--- config.mk ---
export PLATFORM = sky130hd
export DESIGN_NAME = dc_8to32
export DESIGN_NICKNAME = d
export VERILOG_FILES = /design/src/rtl/dc_pkg.sv /design/src/rtl/dc_8to32.sv
export SDC_FILE = /design/constraint.sdc
export NUM_CORES = 1
export LEC_CHECK = 0
export CAP_MARGIN = 10
export CELL_PAD_IN_SITES_DETAIL_PLACEMENT = 0
export CELL_PAD_IN_SITES_GLOBAL_PLACEMENT = 1
export CORE_ASPECT_RATIO = 1.1
export CORE_UTILIZATION = 30
export CTS_CLUSTER_SIZE = 20
export DETAILED_ROUTE_END_ITERATION = 10
export PLACE_DENSITY_LB_ADDON = 0.1
export SLEW_MARGIN = 20
export SYNTH_ARGS = -nofsm -noshare
export SYNTH_HDL_FRONTEND = slang
export SYNTH_SLANG_ARGS = --single-unit
--- constraint.sdc ---
create_clock -name clk -period 2.6 [get_ports clk]
set_input_delay 0.26 -clock clk [delete_from_list [all_inputs] [get_ports clk]]
set_output_delay 0.26 -clock clk [all_outputs]
set_load 0.02 [all_outputs]
--- src/rtl/dc_pkg.sv ---
// Shared widths and EOF sideband encoding for the 8<->32 width converters.
package dc_pkg;

    localparam int unsigned BYTES_PER_WORD = 4;
    localparam int unsigned DC_BYTE_W      = 8;
    localparam int unsigned DC_WORD_W      = 32;
    localparam int unsigned DC_EOF_SB_W    = 3;
    localparam int unsigned DC_IDX_W       = 2;
    localparam int unsigned DC_ASM_W       = DC_WORD_W - DC_BYTE_W;

    localparam logic [DC_EOF_SB_W-1:0] EOF_FULL = 3'd4;

    // Valid-byte count of a final word whose last byte sits at idx.
    function automatic logic [DC_EOF_SB_W-1:0] eof_code(input logic [DC_IDX_W-1:0] idx);
        if (idx == 2'd3) begin
            return EOF_FULL;
        end
        return DC_EOF_SB_W'(idx) + 3'd1;
    endfunction

endpackage

--- src/rtl/dc_8to32.sv ---
// Packs an 8-bit byte stream with SOF/EOF sideband into little-endian
// 32-bit words through a one-entry output holding register.
module dc_8to32
    import dc_pkg::*;
(
    input  logic                   clk,
    input  logic                   rst,
    input  logic                   s_vld_i,
    input  logic [DC_BYTE_W-1:0]   s_data_i,
    input  logic                   s_sof,
    input  logic [DC_EOF_SB_W-1:0] s_eof_sb,
    output logic                   s_rdy_o,
    output logic                   m_vld_o,
    output logic [DC_WORD_W-1:0]   m_data_o,
    output logic                   m_sof,
    output logic [DC_EOF_SB_W-1:0] m_eof_sb,
    input  logic                   m_rdy_i,
    output logic                   sof_err
);

    logic [DC_ASM_W-1:0]    asm_data_q, asm_data_d;
    logic [DC_IDX_W-1:0]    idx_q, idx_d;
    logic                   asm_sof_q, asm_sof_d;
    logic                   m_vld_q, m_vld_d;
    logic [DC_WORD_W-1:0]   m_data_q, m_data_d;
    logic                   m_sof_q, m_sof_d;
    logic [DC_EOF_SB_W-1:0] m_eof_sb_q, m_eof_sb_d;
    logic                   sof_err_q, sof_err_d;

    logic                   accept_c;
    logic                   is_eof_c;
    logic                   complete_c;
    logic [DC_IDX_W-1:0]    eff_idx_c;
    logic                   eff_sof_c;
    logic [DC_WORD_W-1:0]   eff_data_c;
    logic [DC_WORD_W-1:0]   merged_c;
    logic [DC_WORD_W-1:0]   word_c;

    assign s_rdy_o  = !m_vld_q || m_rdy_i;
    assign accept_c = s_vld_i && s_rdy_o;
    assign is_eof_c = (s_eof_sb != '0);

    // An SOF byte always restarts assembly at byte 0, dropping any partial word.
    assign eff_idx_c  = s_sof ? '0 : idx_q;
    assign eff_sof_c  = s_sof ? 1'b1 : asm_sof_q;
    assign eff_data_c = s_sof ? '0 : {{DC_BYTE_W{1'b0}}, asm_data_q};
    assign complete_c = accept_c && ((eff_idx_c == 2'd3) || is_eof_c);

    // Place the new byte at its index and zero every byte above it.
    always_comb begin
        merged_c = eff_data_c;
        merged_c[{eff_idx_c, 3'b000} +: DC_BYTE_W] = s_data_i;
        word_c = '0;
        for (int unsigned k = 0; k < BYTES_PER_WORD; k++) begin
            if (k <= 32'(eff_idx_c)) begin
                word_c[DC_BYTE_W*k +: DC_BYTE_W] = merged_c[DC_BYTE_W*k +: DC_BYTE_W];
            end
        end
    end

    always_comb begin
        asm_data_d = asm_data_q;
        idx_d      = idx_q;
        asm_sof_d  = asm_sof_q;
        m_vld_d    = m_vld_q;
        m_data_d   = m_data_q;
        m_sof_d    = m_sof_q;
        m_eof_sb_d = m_eof_sb_q;
        sof_err_d  = 1'b0;

        if (m_vld_q && m_rdy_i) begin
            m_vld_d = 1'b0;
        end

        if (accept_c) begin
            sof_err_d  = s_sof && (idx_q != '0);
            asm_data_d = merged_c[DC_ASM_W-1:0];
            if (complete_c) begin
                m_vld_d    = 1'b1;
                m_data_d   = word_c;
                m_sof_d    = eff_sof_c;
                m_eof_sb_d = is_eof_c ? eof_code(eff_idx_c) : '0;
                idx_d      = '0;
                asm_sof_d  = 1'b0;
            end else begin
                idx_d     = eff_idx_c + 2'd1;
                asm_sof_d = eff_sof_c;
            end
        end
    end

    always_ff @(posedge clk) begin
        if (rst) begin
            asm_data_q <= '0;
            idx_q      <= '0;
            asm_sof_q  <= 1'b0;
            m_vld_q    <= 1'b0;
            m_data_q   <= '0;
            m_sof_q    <= 1'b0;
            m_eof_sb_q <= '0;
            sof_err_q  <= 1'b0;
        end else begin
            asm_data_q <= asm_data_d;
            idx_q      <= idx_d;
            asm_sof_q  <= asm_sof_d;
            m_vld_q    <= m_vld_d;
            m_data_q   <= m_data_d;
            m_sof_q    <= m_sof_d;
            m_eof_sb_q <= m_eof_sb_d;
            sof_err_q  <= sof_err_d;
        end
    end

    assign m_vld_o  = m_vld_q;
    assign m_data_o = m_data_q;
    assign m_sof    = m_sof_q;
    assign m_eof_sb = m_eof_sb_q;
    assign sof_err  = sof_err_q;

endmodule

After elaboration in Yosys (flattened, before gate mapping)
Index checks and enable logic that the tools add are counted.
{"block": "totals", "elab_cells": 47, "in_bits": 16, "output_inout_bits": 39, "ff_bits": 65}
{"block": "op_classes", "n_addsub": 3, "muxes": 18, "eq_ne": 1, "shift": 2, "magnitude_cmp": 3, "n_reduce_logical": 11, "bitwise_logic": 1}
{"op": "32-bit bitwise mux", "n": 1}
{"op": "8-bit by 7-bit variable shift with 32-bit output, first input constant", "n": 1}
{"op": "8-bit by 7-bit indexed part select with 32-bit output", "n": 1}
{"op": "24-bit two-way mux", "n": 1}
{"op": "8-bit two-way mux", "n": 3}
{"op": "3-bit two-way mux", "n": 3}
{"op": "1-bit two-way mux", "n": 8}
{"op": "5-bit negation with 7-bit output", "n": 1}
{"op": "2-bit less-or-equal comparator, first input constant", "n": 2}
{"op": "1-bit logical AND", "n": 4}
{"op": "2-bit two-way mux", "n": 2}
{"op": "2-bit by 1-bit adder with 3-bit output, second input constant", "n": 1}
{"op": "3-bit nonzero test", "n": 1}
{"op": "2-bit by 1-bit adder with 2-bit output, second input constant", "n": 1}
{"op": "2-bit equality test, second input constant", "n": 1}
{"op": "1-bit by 2-bit less-or-equal comparator with 1-bit output, first input constant", "n": 1}
{"op": "1-bit logical OR", "n": 2}
{"op": "2-bit AND reduction", "n": 1}
{"op": "2-bit nonzero test", "n": 1}
{"op": "2-bit OR reduction", "n": 1}
{"op": "1-bit logical NOT", "n": 1}
{"op": "1-bit NOT", "n": 1}

Longest topological paths before layout
Gate-level depths: netlist (run 1).
{"block": "logic_depth", "depth_word": 8, "mapped_depth": 9, "ltp_nobuf": 7}

Least setup slack after synthesis (run 1)
Ideal clock, no wire load.
{"block": "synth_timing", "kind": "reg2reg", "start": "reg idx_q[0]", "end": "reg m_data_q[7], in the netlist m_data_o[7]", "stages_incl_launch_ff": 10, "arrival_time_ns": 1.736, "setup_slack_ns": 0.732, "setup_time_ns": 0.132, "path_cell_list": "dfxtp_1 -> nor2b_4 -> ha_1 -> buf_6 -> nor4_4 -> or3_1 -> buf_4 -> buf_6 -> a221oi_1 -> nor3_1"}
{"block": "synth_via", "elab_chain_cells": 5, "word_cells_on_any_way": 9, "classes_between": "1 x add/sub; 1 x eq/ne; 2 x shift; 2 x mux; 3 x reduce/logical"}
{"item": "start: declaration", "line_no": "dc_8to32.sv:22", "text": "logic [DC_IDX_W-1:0] idx_q, idx_d;"}
{"item": "start signal: assignment", "line_no": "dc_8to32.sv:104", "text": "idx_q <= idx_d;"}
{"item": "2-bit two-way mux *", "line_no": "dc_8to32.sv:44", "text": "assign eff_idx_c = s_sof ? '0 : idx_q;"}
{"item": "parallel branches: the longest is 4 deep, another holds 5-bit negation with 7-bit output"}
{"item": "end signal: assignment", "line_no": "dc_8to32.sv:107", "text": "m_data_q <= m_data_d;"}
{"item": "end: declaration", "line_no": "dc_8to32.sv:25", "text": "logic [DC_WORD_W-1:0] m_data_q, m_data_d;"}
Mark *: on every way between the ends.
A chain may end at the register's enable or synchronous reset.

Worst setup path after layout (run 1)
{"block": "layout_timing", "start": "in s_sof", "end": "reg asm_data_q[7]"}
{"block": "layout_via", "elab_chain_cells": 4, "word_cells_on_any_way": 6, "classes_between": "1 x add/sub; 2 x shift; 3 x mux"}
{"item": "start: declaration", "line_no": "dc_8to32.sv:10", "text": "input logic s_sof,"}
{"item": "2-bit two-way mux", "line_no": "dc_8to32.sv:44"}
{"item": "5-bit negation with 7-bit output", "line_no": "dc_8to32.sv:52", "text": "merged_c[{eff_idx_c, 3'b000} +: DC_BYTE_W] = s_data_i;"}
{"item": "8-bit by 7-bit indexed part select with 32-bit output or 8-bit by 7-bit variable shift with 32-bit output (tied branches)", "line_no": "dc_8to32.sv:52"}
{"item": "32-bit bitwise mux *", "line_no": "dc_8to32.sv:52"}
{"item": "end signal: assignment", "line_no": "dc_8to32.sv:103", "text": "asm_data_q <= asm_data_d;"}
{"item": "end: declaration", "line_no": "dc_8to32.sv:21", "text": "logic [DC_ASM_W-1:0] asm_data_q, asm_data_d;"}
Every way passes the cells marked *; elsewhere a longest branch is shown, timed or not.

==> flow_summary_export.csv, run 1 <==
group,metric,value,unit
outcome,status,"finished clean",
critical_path,critPathCaptureType,"register",
logic_synthesis,synth_area_leaders,"dfxtp_1 (49%), nor2_1 (5.5%), a221oi_1 (5.3%)",
logic_synthesis,yosysWarnings,0,
cells_and_area,area_delta_synth_final,35.1,%
global_routing,antenna_found_initial,0,
die,die_w,91.8,um
worst_hold_path,hold_path.class,"register to register",
global_routing,grtUsageMet2,26.6,%
critical_path,startpoint_type,"input pin",
critical_path,reg2reg_to,"asm_data_q[7]",
critical_path,critPathTopFamily,"simple AND/OR/NAND/NOR gates",
pwr,power_frac_comb,13.3,%
critical_path,slowest_delay,0.77,ns
global_routing,grtUsageMet1,23.0,%
route,via_count,2392,
die,initial_utilization,31.3,%
logic_synthesis,synth_seq_area_share,48.9,%
logic_synthesis,yosysMostFrequentCell,"dfxtp_1",
global_routing,grt_max_degree,40,
global_routing,grt_use_met3,2.49,%
timing,fin_tns_setup,0,ns
critical_path,cp_max_fo,16,
logic_synthesis,syn_area_per_cell,8.96,um2
critical_path,ff2ff_setup_slack,0.44,ns
clocking,clockRootBuffer,"clkbuf_8",
pwr,internal_power,0.00174,W
timing,setup_viol,0,
logic_synthesis,ys_ff_latch,65,
route,totalWireLength,7260,um
critical_path,path_buf_inv,2,
logic_synthesis,synth_compound_area_share,21.5,%
die,ioPinCount,55,
worst_hold_path,hold_start,"m_data_o[21]",
clocking,cts_buffers,9,
logic_synthesis,netlist_instances,297,
clocking,htreeDepth,3,
clocking,cts_tree,"done",
timing,max_freq,437,MHz
global_routing,grtUsageTotal,16.9,%
pwr,irDropWorstVdd,0.318,mV
logic_synthesis,synth.top_cell.area_share,48.9,%
timing,skew,0.00720,ns
global_routing,grt_pass1_vias,2244,
timing,relSlewSlack,32.3,%
place,dpl.cell_count,458,
global_routing,grt_first_pass_wirelength,11800,um
clocking,postCtsSetupBuffers,0,
cells_and_area,instances_no_fill,474,
cells_and_area,fin_nets,380,
route,final_antenna_net_count,0,
place,routabilityCongestion,0.780,
die,core,8500,um2
global_routing,top_usage_layer,"met2",
pwr,powerDensity,650,nW/um2
critical_path,reg2reg_from,"idx_q[1]",
route,drt_iter0_drc,54,
timing,finalHoldViolCount,0,
route,vias_per_cell,5.05,
clocking,clockBufferDepth,2,
logic_synthesis,muxShareOfSynthArea,0,%
run,maxCapViolCount,0,
critical_path,path_class,"input pin to register",
worst_hold_path,hold_depth,2,
cells_and_area,design_area,3600,um2
logic_synthesis,syn_nets,319,
logic_synthesis,synth_ff_type,"dfxtp_1",
critical_path,cp.required,2.85,ns
clocking,clk_latency,0.34,ns
die,dieArea,9250,um2
logic_synthesis,synthArstFlopShare,0,%
critical_path,crit_chain,"clkdlybuf4s50_1 -> nor2b_4 -> inv_1 -> ha_1 -> nor2_1 -> a221oi_1 -> nor3_1",
route,drt_pass1_iterations,4,
logic_synthesis,synth_xor_area_share,0,%
clocking,clock_sinks,65,
timing,finalCriticalPeriod,2.29,ns
timing,slew_violations,0,
worst_hold_path,hold_end,"m_data_o[21]",
route,wire_per_inst,15.3,um
critical_path,reg2regPathDepth,6,
cells_and_area,antenna_cells,0,
logic_synthesis,synth-simple-area-share,21.5,%
timing,period_share,88.1,%
logic_synthesis,synth-edff-count,0,
die,row_count,35,
cells_and_area,drive_gt1_share,11.8,%
logic_synthesis,yosys.area.top_type,"dfxtp_1",
place,placed_area,3380,um2
pwr,p_switching,0.000598,W
critical_path,cp_slowest_cell,"nor2_1",
clocking,post_cts_resized,0,
pwr,clock_power_share,40.9,%
logic_synthesis,synth_cell_type_count,32,
pwr,swShare,25.6,%
pwr,power_frac_seq,45.8,%
global_routing,grt_overflow,0,
clocking,ctsHoldBuffers,0,
route,drc,0,
timing,worst_pin_slew,1.01,ns
logic_synthesis,synth_fa_ha_area_share,2.82,%
clocking,path_clk_slew,0.07,ns
place,portBuffers,54,
logic_synthesis,synth_area,2660,um2
critical_path,worstPathArrival,2.55,ns
logic_synthesis,synth_top_family_by_area,"simple AND/OR/NAND/NOR gates",
logic_synthesis,ys_top_cells_by_count,"dfxtp_1 (65), nor2_1 (39), nand2_1 (25)",
place,hpwl,4980,um
timing,rsz0062_at_grt,"false",
die,die_h,101,um
pwr,p_leak,1.29,nW
==> how the worst max path moves through the flow <==
stage	start	end	cells past startpoint
CTS	s_sof	m_data_o[5]	7
global route	s_sof	asm_data_q[2]	7
detailed placement	s_sof	m_data_o[7]	7
finish	s_sof	asm_data_q[7]	7
floorplan	idx_q[0]	m_data_o[7]	9
global placement	s_sof	m_data_o[4]	7
==> cell type report <==
cell class / instances / area, um2
multi-input combinational: 202 / 1220
clock buffer: 11 / 141
inverter: 6 / 22.5
clock inverter: 5 / 78.8
sequential: 65 / 1300
tap: 111 / 139
timing repair buffer: 74 / 691
fill: 852 / 4900
==> placed cells by master (no fill, tap or decap), types with 3 or more instances in the layout <==
cell type / count
a211oi_1: 16
a21oi_1: 9
a22oi_1: 16
nor2b_1: 7
nor2b_4: 3
nand2_1: 25
o21ai_1: 7
a221oi_1: 16
nor3_1: 23
clkdlybuf4s50_1: 54
a22o_1: 3
and3_1: 3
ha_1: 6
nor2_1: 38
nand4_1: 7
buf_4: 20
inv_1: 5
clkbuf_8: 10
o21ai_0: 10
dfxtp_1: 65
==> stage by stage <==
step	hold slack (ns)	utilization, %	setup slack, ns	power [W]
2_1_floorplan	0.401	-	0.732	0.00127
3_3_place_gp	0.437	39.7	-0.0113	0.00141
3_5_place_dp	0.443	39.7	-0.0201	0.00141
4_1_cts	0.454	42.3	0.329	0.00237
5_1_grt	0.471	42.3	0.0859	0.00245
6_report	0.447	42.3	0.309	0.00234
==> tightest hold or removal path, delay by kind of cell (launching register included) <==
| kind | cells | cell delay (ns) |
|---|---|---|
| flip-flops | 1 | 0.31 |
| AND/OR/NAND/NOR | 1 | 0.05 |
| AO/OA/AOI/OAI | 1 | 0.05 |
==> cell families (layout without fill, tap and decap cells) <==
family          after synthesis  in the layout
flops                        65             65
buf+inv                      30             96
compound gates               81             81
simple gates                115            115
fa+ha+maj                     6              6
==> sequential cells by signal, indices dropped and copies added, names as in the netlist <==
name,flops
m_sof,1
idx_q,2
asm_data_q,24
m_eof_sb,3
sof_err,1
m_vld_o,1
m_data_o,32
asm_sof_q,1
==> metal layers <==
metal  share of wire [%]  routed length [um]  vias up
li1                    -                   -     1204
met1                  49                3550     1108
met2                  46                3340       67
met3                 3.4                 250       13
met4                 1.7                 122        0
met5                   0                   0        -
==> power groups by stage <==
| stage | combinational, W | clock, W | sequential [W] |
|---|---|---|---|
| 2_1_floorplan | 0.000166 | 0 | 0.00111 |
| 3_3_place_gp | 0.000312 | 0 | 0.00109 |
| 3_5_place_dp | 0.000313 | 0 | 0.00109 |
| 4_1_cts | 0.000314 | 0.000986 | 0.00107 |
| 5_1_grt | 0.000343 | 0.00103 | 0.00108 |
| 6_report | 0.000311 | 0.000957 | 0.00107 |
Power figures use the tool's default switching activity.
==> run 2: changes to the inputs <==
--- a/config.mk
+++ b/config.mk
@@ -13,6 +13,7 @@
 export CTS_CLUSTER_SIZE = 20
 export DETAILED_ROUTE_END_ITERATION = 10
 export PLACE_DENSITY_LB_ADDON = 0.1
+export REMOVE_ABC_BUFFERS = 1
 export SLEW_MARGIN = 20
 export SYNTH_ARGS = -nofsm -noshare
 export SYNTH_HDL_FRONTEND = slang
==> run 2 against run 1 <==
  * Setup slack improved by 0.080 ns
  * Wire length is 0.72% higher
  * Fmax up 3.6%
  * Non-clock buffer count decreased by 5
  * Via count shrank 1.2%
  * First-iteration DRC count increased by 61%
  * Critical path depth is 1 higher
  * Clock skew increased by 0.00059 ns
  * Die area did not move
  * Final area is 2.0% lower
  * Hold slack gained 0.0025 ns
  * Cell count shrank 1.1%
==> flow_summary_export.csv, run 2 (synthesized netlist as in run 1, its figures left out) <==
group,metric,value,unit
pwr,p_switching,0.000615,W
global_routing,grt_overflow,0,
critical_path,critPathTopFamily,"simple AND/OR/NAND/NOR gates",
critical_path,cp.required,2.87,ns
timing,worst_pin_slew,0.687,ns
clocking,clock_sinks,65,
route,drt_iter0_drc,87,
clocking,ctsHoldBuffers,0,
die,die_h,101,um
clocking,clockRootBuffer,"clkbuf_8",
critical_path,path_buf_inv,2,
cells_and_area,drive_gt1_share,11.2,%
die,core,8500,um2
clocking,postCtsSetupBuffers,0,
global_routing,grtUsageTotal,17.0,%
timing,finalCriticalPeriod,2.21,ns
pwr,power_frac_seq,50.2,%
run,maxCapViolCount,0,
critical_path,crit_chain,"clkdlybuf4s50_1 -> nor2b_4 -> ha_1 -> nor4_4 -> or3_1 -> buf_4 -> nand2_1 -> a21oi_1",
critical_path,cp_max_fo,14,
pwr,swShare,28.8,%
critical_path,cp_slowest_cell,"clkdlybuf4s50_1",
route,drc,0,
cells_and_area,antenna_cells,0,
critical_path,startpoint_type,"input pin",
die,ioPinCount,55,
die,dieArea,9250,um2
clocking,path_clk_slew,0.07,ns
timing,finalHoldViolCount,0,
clocking,clockBufferDepth,2,
place,routabilityCongestion,0.749,
pwr,power_frac_comb,14.5,%
timing,skew,0.00778,ns
critical_path,path_class,"input pin to register",
critical_path,slowest_delay,0.64,ns
clocking,post_cts_resized,0,
cells_and_area,fin_nets,375,
timing,slew_violations,0,
timing,max_freq,452,MHz
route,drt_pass1_iterations,4,
place,place_ws,-0.0914,ns
die,die_w,91.8,um
die,row_count,35,
timing,setup_slack,0.389,ns
pwr,irDropWorstVdd,0.234,mV
outcome,status,"finished clean",
cells_and_area,largest_register_ffs,32,
cells_and_area,final_common_cell,"dfxtp_1",
cells_and_area,area_delta_synth_final,32.4,%
pwr,clock_power_share,35.3,%
global_routing,antenna_found_initial,0,
route,vias_per_cell,5.04,
cells_and_area,fillerInstances,889,
pwr,p_leak,1.24,nW
clocking,htreeDepth,3,
route,via_count,2364,
critical_path,critPathCaptureType,"register",
timing,rsz0062_at_grt,"false",
global_routing,grt_max_degree,45,
critical_path,worstPathArrival,2.48,ns
global_routing,grt_pass1_vias,2302,
route,wire_per_inst,15.6,um
route,final_antenna_net_count,0,
pwr,powerDensity,605,nW/um2
timing,period_share,85.0,%
route,totalWireLength,7320,um
die,initial_utilization,31.3,%
timing,setup_viol,0,
global_routing,grt_first_pass_wirelength,12100,um
place,portBuffers,54,
place,hpwl,4920,um
cells_and_area,final_cell_mix,"dfxtp_1 (65), clkdlybuf4s50_1 (54), nor2_1 (37)",
pwr,internal_power,0.00152,W
clocking,clk_latency,0.34,ns
timing,fin_tns_setup,0,ns
clocking,cts_buffers,9,
worst_hold_path,hold_path.class,"register to register",
clocking,cts_tree,"done",
timing,relSlewSlack,54.2,%
## run 2: power groups by stage
stage | sequential, W | clock [W] | combinational [W]
after floorplan | 0.00111 | 0 | 0.000146
after global placement | 0.00109 | 0 | 0.000310
after detailed placement | 0.00109 | 0 | 0.000312
after CTS | 0.00107 | 0.000775 | 0.000312
after global routing | 0.00108 | 0.000823 | 0.000344
final | 0.00107 | 0.000752 | 0.000310
## run 2: worst min-delay path: cells and delay by family, from the launching register on
family,cells,cell delay (ns)
compound gates,1,0.05
flops,1,0.31
simple gates,1,0.05
## run 2: stage by stage
| stage | util [%] | cells | hold slack, ns | area (um2) | power, W |
|---|---|---|---|---|---|
| after floorplan | - | 273 | 0.329 | 2540 | 0.00125 |
| after global placement | 39.4 | 453 | 0.438 | 3350 | 0.00140 |
| after detailed placement | 39.4 | 453 | 0.442 | 3350 | 0.00140 |
| after CTS | 41.5 | 469 | 0.456 | 3520 | 0.00216 |
| after global routing | 41.5 | 469 | 0.468 | 3520 | 0.00224 |
| final | 41.5 | 469 | 0.450 | 3520 | 0.00213 |
## run 2: final timing paths
kind,startpoint,cells past startpoint,end,slack [ns]
hold / removal,m_data_o[17],2,m_data_o[17],0.45
hold reg to reg,m_data_o[17],2,m_data_o[17],0.45
setup reg to reg,idx_q[0],7,asm_data_q[4],0.54
setup / recovery,s_sof,8,m_data_o[28],0.39
## run 2: routing by layer
metal	vias to the layer above	wire, um	GRT usage (%)
met3	9	263	3.09
met1	1105	3610	23.1
met2	60	3340	26.3
li1	1190	-	-
met4	0	103	7.69
met5	-	0	0
## run 2: layout make-up
type / count / area (um2) / share of cell area, %
inverters: 6 / 22.5 / 0.639
flip-flops and latches: 65 / 1300 / 36.9
well taps: 111 / 139 / 3.94
multi-input cells: 202 / 1220 / 34.8
clock buffers: 9 / 124 / 3.51
repair buffers: 69 / 666 / 18.9
clock inverters: 7 / 47.5 / 1.35
==> run 3: changes to the inputs <==
--- a/config.mk
+++ b/config.mk
@@ -5,6 +5,7 @@
 export SDC_FILE = /design/constraint.sdc
 export NUM_CORES = 1
 export LEC_CHECK = 0
+export ABC_CLOCK_PERIOD_IN_PS = 2600
 export CAP_MARGIN = 10
 export CELL_PAD_IN_SITES_DETAIL_PLACEMENT = 0
 export CELL_PAD_IN_SITES_GLOBAL_PLACEMENT = 1
==> results of run 3 <==
Final layout, timing and power as in run 2 (identical DEF).
